$ cat config.mk
export PLATFORM = sky130hd
export DESIGN_NAME = stopwatch_display
export DESIGN_NICKNAME = d
export VERILOG_FILES = /design/src/rtl/stopwatch_display.sv
export SDC_FILE = /design/constraint.sdc
export NUM_CORES = 1
export LEC_CHECK = 0
export ABC_AREA = 1
export CORE_MARGIN = 2
export CORE_UTILIZATION = 50
export DETAILED_ROUTE_END_ITERATION = 6
export HOLD_SLACK_MARGIN = 0.02
export MAX_ROUTING_LAYER = met4
export PLACE_DENSITY_LB_ADDON = 0.15
export SYNTH_ARGS = -nofsm -noshare
export SYNTH_HDL_FRONTEND = slang
export SYNTH_SLANG_ARGS = --single-unit
$ cat constraint.sdc
create_clock -name i_sys_clk -period 5.4 [get_ports i_sys_clk]
set_input_delay 0.54 -clock i_sys_clk [delete_from_list [all_inputs] [get_ports i_sys_clk]]
set_output_delay 0.54 -clock i_sys_clk [all_outputs]
set_load 0.01 [all_outputs]
$ cat src/rtl/stopwatch_display.sv
// stopwatch_display: snapshots the stopwatch's packed BCD count and scans it onto
// an active-low, time-multiplexed 3-digit seven-segment display with zero blanking.
module stopwatch_display #(
    parameter int REFRESH_DIV = 1000
) (
    input  logic        i_sys_clk,
    input  logic        i_reset,
    input  logic        i_display_enb,
    input  logic [11:0] i_count_in,
    output logic        o_latch_count,
    output logic [6:0]  o_seg_n,
    output logic [2:0]  o_dig_n,
    output logic        o_bcd_err
);
    localparam int TW = $clog2(REFRESH_DIV);
    typedef enum logic [1:0] {IDLE, REQ, CAP, SCAN} state_t;
    state_t        r_state, w_state_nx;
    logic [TW-1:0] r_tmr, w_tmr_nx;
    logic [1:0]    r_dig, w_dig_nx;
    logic [11:0]   r_shadow, w_val;
    logic [3:0]    w_nib;
    logic          w_blank, w_lit;

    function automatic logic [6:0] seg7(input logic [3:0] n);
        case (n)
            4'd0:    seg7 = 7'b1000000;
            4'd1:    seg7 = 7'b1111001;
            4'd2:    seg7 = 7'b0100100;
            4'd3:    seg7 = 7'b0110000;
            4'd4:    seg7 = 7'b0011001;
            4'd5:    seg7 = 7'b0010010;
            4'd6:    seg7 = 7'b0000010;
            4'd7:    seg7 = 7'b1111000;
            4'd8:    seg7 = 7'b0000000;
            4'd9:    seg7 = 7'b0010000;
            default: seg7 = 7'b0111111;
        endcase
    endfunction

    always_comb begin
        w_state_nx = r_state;
        w_tmr_nx   = r_tmr;
        w_dig_nx   = r_dig;
        if (!i_display_enb) begin
            w_state_nx = IDLE;
            w_tmr_nx   = '0;
            w_dig_nx   = '0;
        end else begin
            case (r_state)
                IDLE: w_state_nx = REQ;
                REQ:  w_state_nx = CAP;
                CAP: begin
                    w_state_nx = SCAN;
                    w_tmr_nx   = '0;
                    w_dig_nx   = '0;
                end
                default: begin
                    w_tmr_nx = (r_tmr == TW'(REFRESH_DIV - 1)) ? '0 : r_tmr + 1'b1;
                    if (r_tmr == TW'(REFRESH_DIV - 1)) begin
                        w_dig_nx   = (r_dig == 2'd2) ? 2'd0 : r_dig + 2'd1;
                        w_state_nx = (r_dig == 2'd2) ? REQ : SCAN;
                    end
                end
            endcase
        end
    end

    // Outputs are registered from next-state values; the capture cycle feeds
    // count_in straight through so the units slot is correct on its first cycle.
    assign w_val   = (r_state == CAP) ? i_count_in : r_shadow;
    assign w_nib   = (w_dig_nx == 2'd2) ? w_val[11:8] : (w_dig_nx == 2'd1) ? w_val[7:4] : w_val[3:0];
    assign w_blank = (w_dig_nx == 2'd2 && w_val[11:8] == 4'd0) || (w_dig_nx == 2'd1 && w_val[11:4] == 8'd0);
    assign w_lit   = (w_state_nx == SCAN) && !w_blank;

    always_ff @(posedge i_sys_clk) begin
        if (i_reset) begin
            r_state       <= IDLE;
            r_tmr         <= '0;
            r_dig         <= '0;
            r_shadow      <= '0;
            o_latch_count <= 1'b0;
            o_seg_n       <= 7'h7F;
            o_dig_n       <= 3'b111;
            o_bcd_err     <= 1'b0;
        end else begin
            r_state       <= w_state_nx;
            r_tmr         <= w_tmr_nx;
            r_dig         <= w_dig_nx;
            o_latch_count <= (w_state_nx == REQ);
            o_seg_n       <= w_lit ? seg7(w_nib) : 7'h7F;
            o_dig_n       <= w_lit ? ~(3'b001 << w_dig_nx) : 3'b111;
            if (r_state == CAP) begin
                r_shadow  <= i_count_in;
                o_bcd_err <= (i_count_in[11:8] > 4'd9) | (i_count_in[7:4] > 4'd9) | (i_count_in[3:0] > 4'd9);
            end
        end
    end
endmodule

==> metrics.cfg, run 1 <==
[critical_path]
crit_path_max_incr_delay_ns = 0.38
end_kind = flip-flop
cp.arrival_ns = 2.75
critPathMaxFanout = 10
crit_slowest_cell = dfxtp_1
crit_path_start_kind = flip-flop
required_ns = 5.58
path_class = flip-flop to flip-flop
crit_buf_inv = 5
path_cells = inv_1 > ha_1 > or2_1 > a21oi_1 > nor2_1 > nand2_4 > inv_2 > nand2_4 > inv_4 > nand2_1 > nand2_2 > nor2_4 > inv_1 > ha_1 > inv_1 > nand3_1 > nand3_1 > nand3_1
crit_family = simple AND/OR/NAND/NOR gates

[floorplan]
die_h_um = 67.8
core_area_sq_um = 3970
dieArea_sq_um = 4600
rows = 23
io_pins = 27
start_util_pct = 51.3
die_w_um = 67.8

[clock_tree]
cts_inserted_buffers = 5
cts_root_buf = clkbuf_8
cts_max_level = 2
clockBufferDepth = 2
cts_tree = built
worstSkewPairLatency_ns = 0.29
cts.sinks = 38
ctsResizeCount = 0
clkTransAtPathRegs_ns = 0.08
post_cts_buffers = 0
cts_hold_buffers = 0

[yosys]
synth-seq-area-share_pct = 37.3
synth_warnings = 0
synth_flop_cell = dfxtp_1
synth-edff-count = 0
yosys_register_bits = 38
synthCells = 261
synth.distinct_cells = 37
synthesis.nets = 287
syn_area_per_cell_sq_um = 7.80
netlist_area_sq_um = 2040
async_flop_share_pct = 0

[power_and_ir_drop]
cellLeakagePower_nw = 1.06
p_per_area_nw_per_um2 = 264
p_clk_share_pct = 45.5
swShare_pct = 21.4
power_uw = 655
switching_power_uw = 140
ir_drop_v = 0.000212
pwr-share-comb_pct = 10.3
p_int_uw = 514
seqPwrFrac_pct = 44.2

[layout]
final_common_cell = nand2_1
fill_cells = 358
drive_above_1_share_pct = 14.8
n_antenna_cell = 0
syn_to_final_growth_pct = 21.5
post-route-util_pct = 62.3
regArea_sq_um = 761
layout_common_cells = 48 x nand2_1, 38 x dfxtp_1, 35 x nor2_1, 26 x clkdlybuf4s50_1, 24 x inv_1
multi_input_area_sq_um = 1120
nets = 316
final_cells = 341
finalInstanceArea_sq_um = 2470

[sta]
rsz0062_at_grt = no
finalHoldViolations = 0
finalSetupViolations = 0
fin_tns_setup_ns = 0
fin_crit_sh_pct = 47.6
max_freq_mhz = 389
timing.final.max_slew_violations = 0
finalClockSkew_ns = 0.00590
slew_headroom_pct = 56.2
period_needed_ns = 2.57
worst_pin_slew_ns = 0.656

[global_routing]
grt_usage_pct = 19.2
gr-total-overflow = 0
globalRouteMet3Util_pct = 4.44
grt_antenna_before_repair = 0
grt_pass1_wl_mm = 6.40
grt_pass1_vias = 1444
grt_max_degree = 17
use_met1_pct = 24.6
grt_util_met2_pct = 29.2
busiest_layer = met2

[run]
maxCapViolCount = 0

[detailed_routing]
first_iter_violations = 70
avgRoutedWirePerCell_um = 10.9
via_per_inst = 4.80
drc = 0
drtPass1Iterations = 4
drtAntennaViolNets = 0
routed_wl_mm = 3.71
num_vias = 1638

[hold_path]
hold_path_class = flip-flop to flip-flop

[status]
status = finished, final reports clean

[place]
placed_cell_area_sq_um = 2330
io_buffer_count = 26
place_inst = 333
place_congestion = 0.792
hpwl_mm = 2.87

==> area by class of cell <==
cell class / count / share of cell area [%]
Multi-Input combinational cell: 186 / 45.2
Tap cell: 50 / 2.53
Clock buffer: 6 / 3.34
Inverter: 33 / 5.21
Sequential cell: 38 / 30.7
Timing Repair Buffer: 26 / 10.5
Clock inverter: 2 / 2.43
==> Yosys cell counts (2+ instances only) <==
cell | instances | share of area, %
a21oi_1 | 10 | 2.5
nand3_2 | 5 | 2.5
nor3b_1 | 2 | 0.74
ha_1 | 11 | 6.8
nor2_1 | 35 | 6.4
a211oi_1 | 2 | 0.74
dfxtp_1 | 38 | 37
o21bai_1 | 2 | 0.74
o21a_1 | 3 | 1.1
nand2_2 | 3 | 0.92
nand2_4 | 9 | 5.0
o21ai_0 | 5 | 1.2
nor4_1 | 3 | 0.92
inv_2 | 7 | 1.3
inv_1 | 24 | 4.4
nand4_1 | 2 | 0.61
nand2_1 | 48 | 8.8
mux2i_1 | 4 | 2.0
inv_4 | 2 | 0.61
or2_2 | 2 | 0.61
nor2_4 | 2 | 1.1
nor3_1 | 5 | 1.2
nand3_1 | 23 | 5.7
==> power groups by stage <==
stage	clock, mW	combinational [mW]	sequential [mW]
after floorplan	0	0.0416	0.297
after global placement	0	0.0669	0.296
after detailed placement	0	0.0673	0.296
after CTS	0.302	0.0678	0.290
after global routing	0.313	0.0757	0.290
final	0.298	0.0673	0.290
==> final timing paths <==
kind	start	to	slack, ns	cells after the start
setup reg to reg	r_state[1]	o_seg_n[3]	2.83	18
setup / recovery	r_state[1]	o_seg_n[3]	2.83	18
hold reg to reg	r_shadow[4]	r_shadow[4]	0.47	2
hold / removal	r_shadow[4]	r_shadow[4]	0.47	2
==> worst reg2reg max path, stage by stage (launching register included) <==
cell and delay (ns):
dfxtp_1 0.38, inv_1 0.09, ha_1 0.21, or2_1 0.36, a21oi_1 0.17, nor2_1 0.08, nand2_4 0.11, inv_2 0.06
nand2_4 0.10, inv_4 0.06, nand2_1 0.07, nand2_2 0.06, nor2_4 0.13, inv_1 0.09, ha_1 0.18, inv_1 0.05
nand3_1 0.08, nand3_1 0.09, nand3_1 0.07
==> state kept, by name, indices dropped and copies added, names as in the netlist <==
register,flops
r_tmr,10
r_shadow,12
o_seg_n,7
r_dig,2
o_bcd_err,1
o_latch_count,1
o_dig_n,3
r_state,2
==> cells by family (layout without fill, tap and decap cells) <==
kind of cell / count (synthesis) / count (layout) / share of synthesized area [%]
AOI/OAI and AO/OA: 25 / 25 / 7.86
xor gates and xnor gates: 1 / 1 / 0.430
buffers and inverters: 37 / 67 / 7.68
adders and majority gates: 11 / 11 / 6.76
and+or+nand+nor: 145 / 145 / 38.0
muxes: 4 / 4 / 1.97
DFF: 38 / 38 / 37.3
==> layer usage <==
metal	up-vias	share of wire [%]
li1	896	-
met1	702	50
met2	32	43
met3	8	4.6
met4	0	2.0
met5	-	0
==> per-stage QoR <==
step,worst slack [ns],hold slack (ns)
3_5_place_dp,2.86,0.461
5_1_grt,2.51,0.486
2_1_floorplan,3.08,0.440
3_3_place_gp,2.86,0.457
4_1_cts,2.83,0.473
6_report,2.83,0.471
(Power assumes the default switching activity.)
==> inputs of run 2 (changes only) <==
==> constraint.sdc (replaced) <==
create_clock -name i_sys_clk -period 2.5 [get_ports i_sys_clk]
set_input_delay 0.25 -clock i_sys_clk [delete_from_list [all_inputs] [get_ports i_sys_clk]]
set_output_delay 0.25 -clock i_sys_clk [all_outputs]
set_load 0.01 [all_outputs]
==> metrics.cfg, run 2 (synthesized netlist as in run 1, its figures left out) <==
[status]
status = finished, final reports clean

[layout]
regArea_sq_um = 771  ; +1.3%
layout_common_cells = 46 x nand2_1, 35 x nor2_1, 34 x dfxtp_1, 26 x clkdlybuf4s50_1, 23 x inv_1
syn_to_final_growth_pct = 25.7
drive_above_1_share_pct = 21.4  ; +6.6 points
reg_top3 = r_shadow (12), r_tmr (10), o_seg_n (7)
multi_input_area_sq_um = 1170  ; +4.4%
largest_register_ffs = 12  ; unchanged
nets = 324  ; +2.5%
fill_cells = 389  ; +8.7%
n_antenna_cell = 0  ; unchanged
top_register = r_shadow
final_common_cell = nand2_1

[power_and_ir_drop]
ir_drop_v = 0.000402  ; +90%
cellLeakagePower_nw = 1.11  ; +4.6%
p_per_area_nw_per_um2 = 503  ; +90%

[floorplan]
start_util_pct = 51.3  ; unchanged
dieArea_sq_um = 4600  ; unchanged
die_w_um = 67.8  ; unchanged
die_h_um = 67.8  ; unchanged
rows = 23  ; unchanged
core_area_sq_um = 3970  ; unchanged
io_pins = 27  ; unchanged

[clock_tree]
cts_inserted_buffers = 5  ; unchanged
cts_hold_buffers = 0  ; unchanged
worstSkewPairLatency_ns = 0.29  ; about the same
clkTransAtPathRegs_ns = 0.07  ; about the same
cts_max_level = 2  ; unchanged
cts_tree = built
clockBufferDepth = 2  ; unchanged
cts.sinks = 38  ; unchanged
cts_root_buf = clkbuf_8

[global_routing]
grt_antenna_before_repair = 0  ; unchanged
grt_max_degree = 16  ; -1
grt_pass1_vias = 1538  ; +6.5%
grt_pass1_wl_mm = 6.62  ; +3.6%
gr-total-overflow = 0  ; unchanged
grt_usage_pct = 20.4  ; +1.2 points

[detailed_routing]
via_per_inst = 4.91  ; +2.3%
num_vias = 1715  ; +4.7%
first_iter_violations = 73  ; +4.3%
avgRoutedWirePerCell_um = 11.6  ; +6.4%
drc = 0  ; unchanged
routed_wl_mm = 4.04  ; +8.9%
drtAntennaViolNets = 0  ; unchanged
drtPass1Iterations = 5  ; +1

[sta]
max_freq_mhz = 422  ; +8.4%
timing.final.max_slew_violations = 0  ; unchanged
slew_headroom_pct = 74.0  ; +18 points
finalClockSkew_ns = 0.00768  ; +0.00178 ns
whs_ns = 0.468  ; -0.00295 ns
setup_slack_ns = 0.131  ; -2.70 ns
finalSetupViolations = 0  ; unchanged
period_needed_ns = 2.37  ; -0.199 ns
fin_crit_sh_pct = 94.8  ; +47 points
finalHoldViolations = 0  ; unchanged
worst_pin_slew_ns = 0.386  ; -0.270 ns

[place]
io_buffer_count = 26  ; unchanged
hpwl_mm = 3.06  ; +6.4%
preCtsSetupSlack_ns = 0.0660  ; -2.79 ns
place_congestion = 0.869  ; +9.8%

[critical_path]
critPathMaxFanout = 6  ; -4
rrSetupSlack_ns = 0.13  ; -2.70 ns
cp.arrival_ns = 2.53  ; -0.22 ns
required_ns = 2.67  ; -2.91 ns
path_class = flip-flop to flip-flop
reg2reg_from = r_tmr[0]
end_kind = flip-flop
rr_worst_depth = 17  ; -1
crit_path_start_kind = flip-flop
r2r_end = o_seg_n[3]

[hold_path]
hold_start = r_shadow[8]
hold_end = r_shadow[8]
hold_path_class = flip-flop to flip-flop
hold_path_depth = 2  ; unchanged

[run]
maxCapViolCount = 0  ; unchanged

## run 2: layout make-up
| cell class | instances | area share [%] |
|---|---|---|
| Multi-Input combinational cell | 186 | 45.6 |
| Sequential cell | 38 | 30.1 |
| Timing Repair Buffer | 34 | 12.5 |
| Inverter | 33 | 5.03 |
| Clock buffer | 5 | 2.69 |
| Tap cell | 50 | 2.44 |
| Clock inverter | 3 | 1.56 |
## run 2: how the worst max path moves through the flow
stage | depth (start not counted) | slack, ns | endpoint | startpoint
after CTS | 18 | 0.01 | o_seg_n[3] | r_state[1]
after detailed placement | 18 | 0.07 | o_seg_n[3] | r_state[1]
final | 17 | 0.13 | o_seg_n[3] | r_tmr[0]
after floorplan | 19 | 0.18 | o_seg_n[0] | r_state[1]
after global routing | 19 | -0.03 | o_seg_n[0] | r_tmr[0]
after global placement | 18 | 0.14 | o_seg_n[0] | r_state[1]
## run 2: worst max-delay path: stages (launching register included)
cell and delay, ns:
dfxtp_4 0.37, ha_4 0.15, nand2_4 0.07, nor2_4 0.15
nand3_4 0.11, nand2_2 0.08, nand3_2 0.08, nand2_4 0.13
inv_2 0.06, nand2_4 0.11, nand2_1 0.08, nor2_2 0.16
nor2_4 0.06, buf_4 0.13, ha_1 0.28, nand2_2 0.07
nand3_2 0.07, nand3_1 0.08
## run 2: timing repair
item,4_1_cts,5_1_grt
setup endpoints to repair,0,6
buffers inserted,0,4
gates resized for setup,0,18
## run 2: report_power, final
| group | switching (mW) | internal (mW) |
|---|---|---|
| Combinational | 0.0846 | 0.0732 |
| Sequential | 0.00582 | 0.619 |
| Clock | 0.213 | 0.293 |
| Total | 0.303 | 0.986 |
## run 2: stage by stage
step | util, % | cells | setup TNS [ns] | instance area, sq um | total power, mW
after floorplan | - | 261 | 0 | 2040 | 0.732
after global placement | 59.5 | 337 | 0 | 2360 | 0.790
after detailed placement | 59.5 | 337 | 0 | 2360 | 0.790
after CTS | 62.2 | 345 | 0 | 2470 | 1.30
after global routing | 64.5 | 349 | -0.0536 | 2560 | 1.36
final | 64.5 | 349 | 0 | 2560 | 1.29
## run 2: metal layers
layer  vias up  GRT usage (%)  routed length, um
met5         -              -                  0
met4         0           7.75                 65
met3         5           6.58                182
met2        36           33.0               1960
met1       765           23.7               1830
li1        909              -                  -
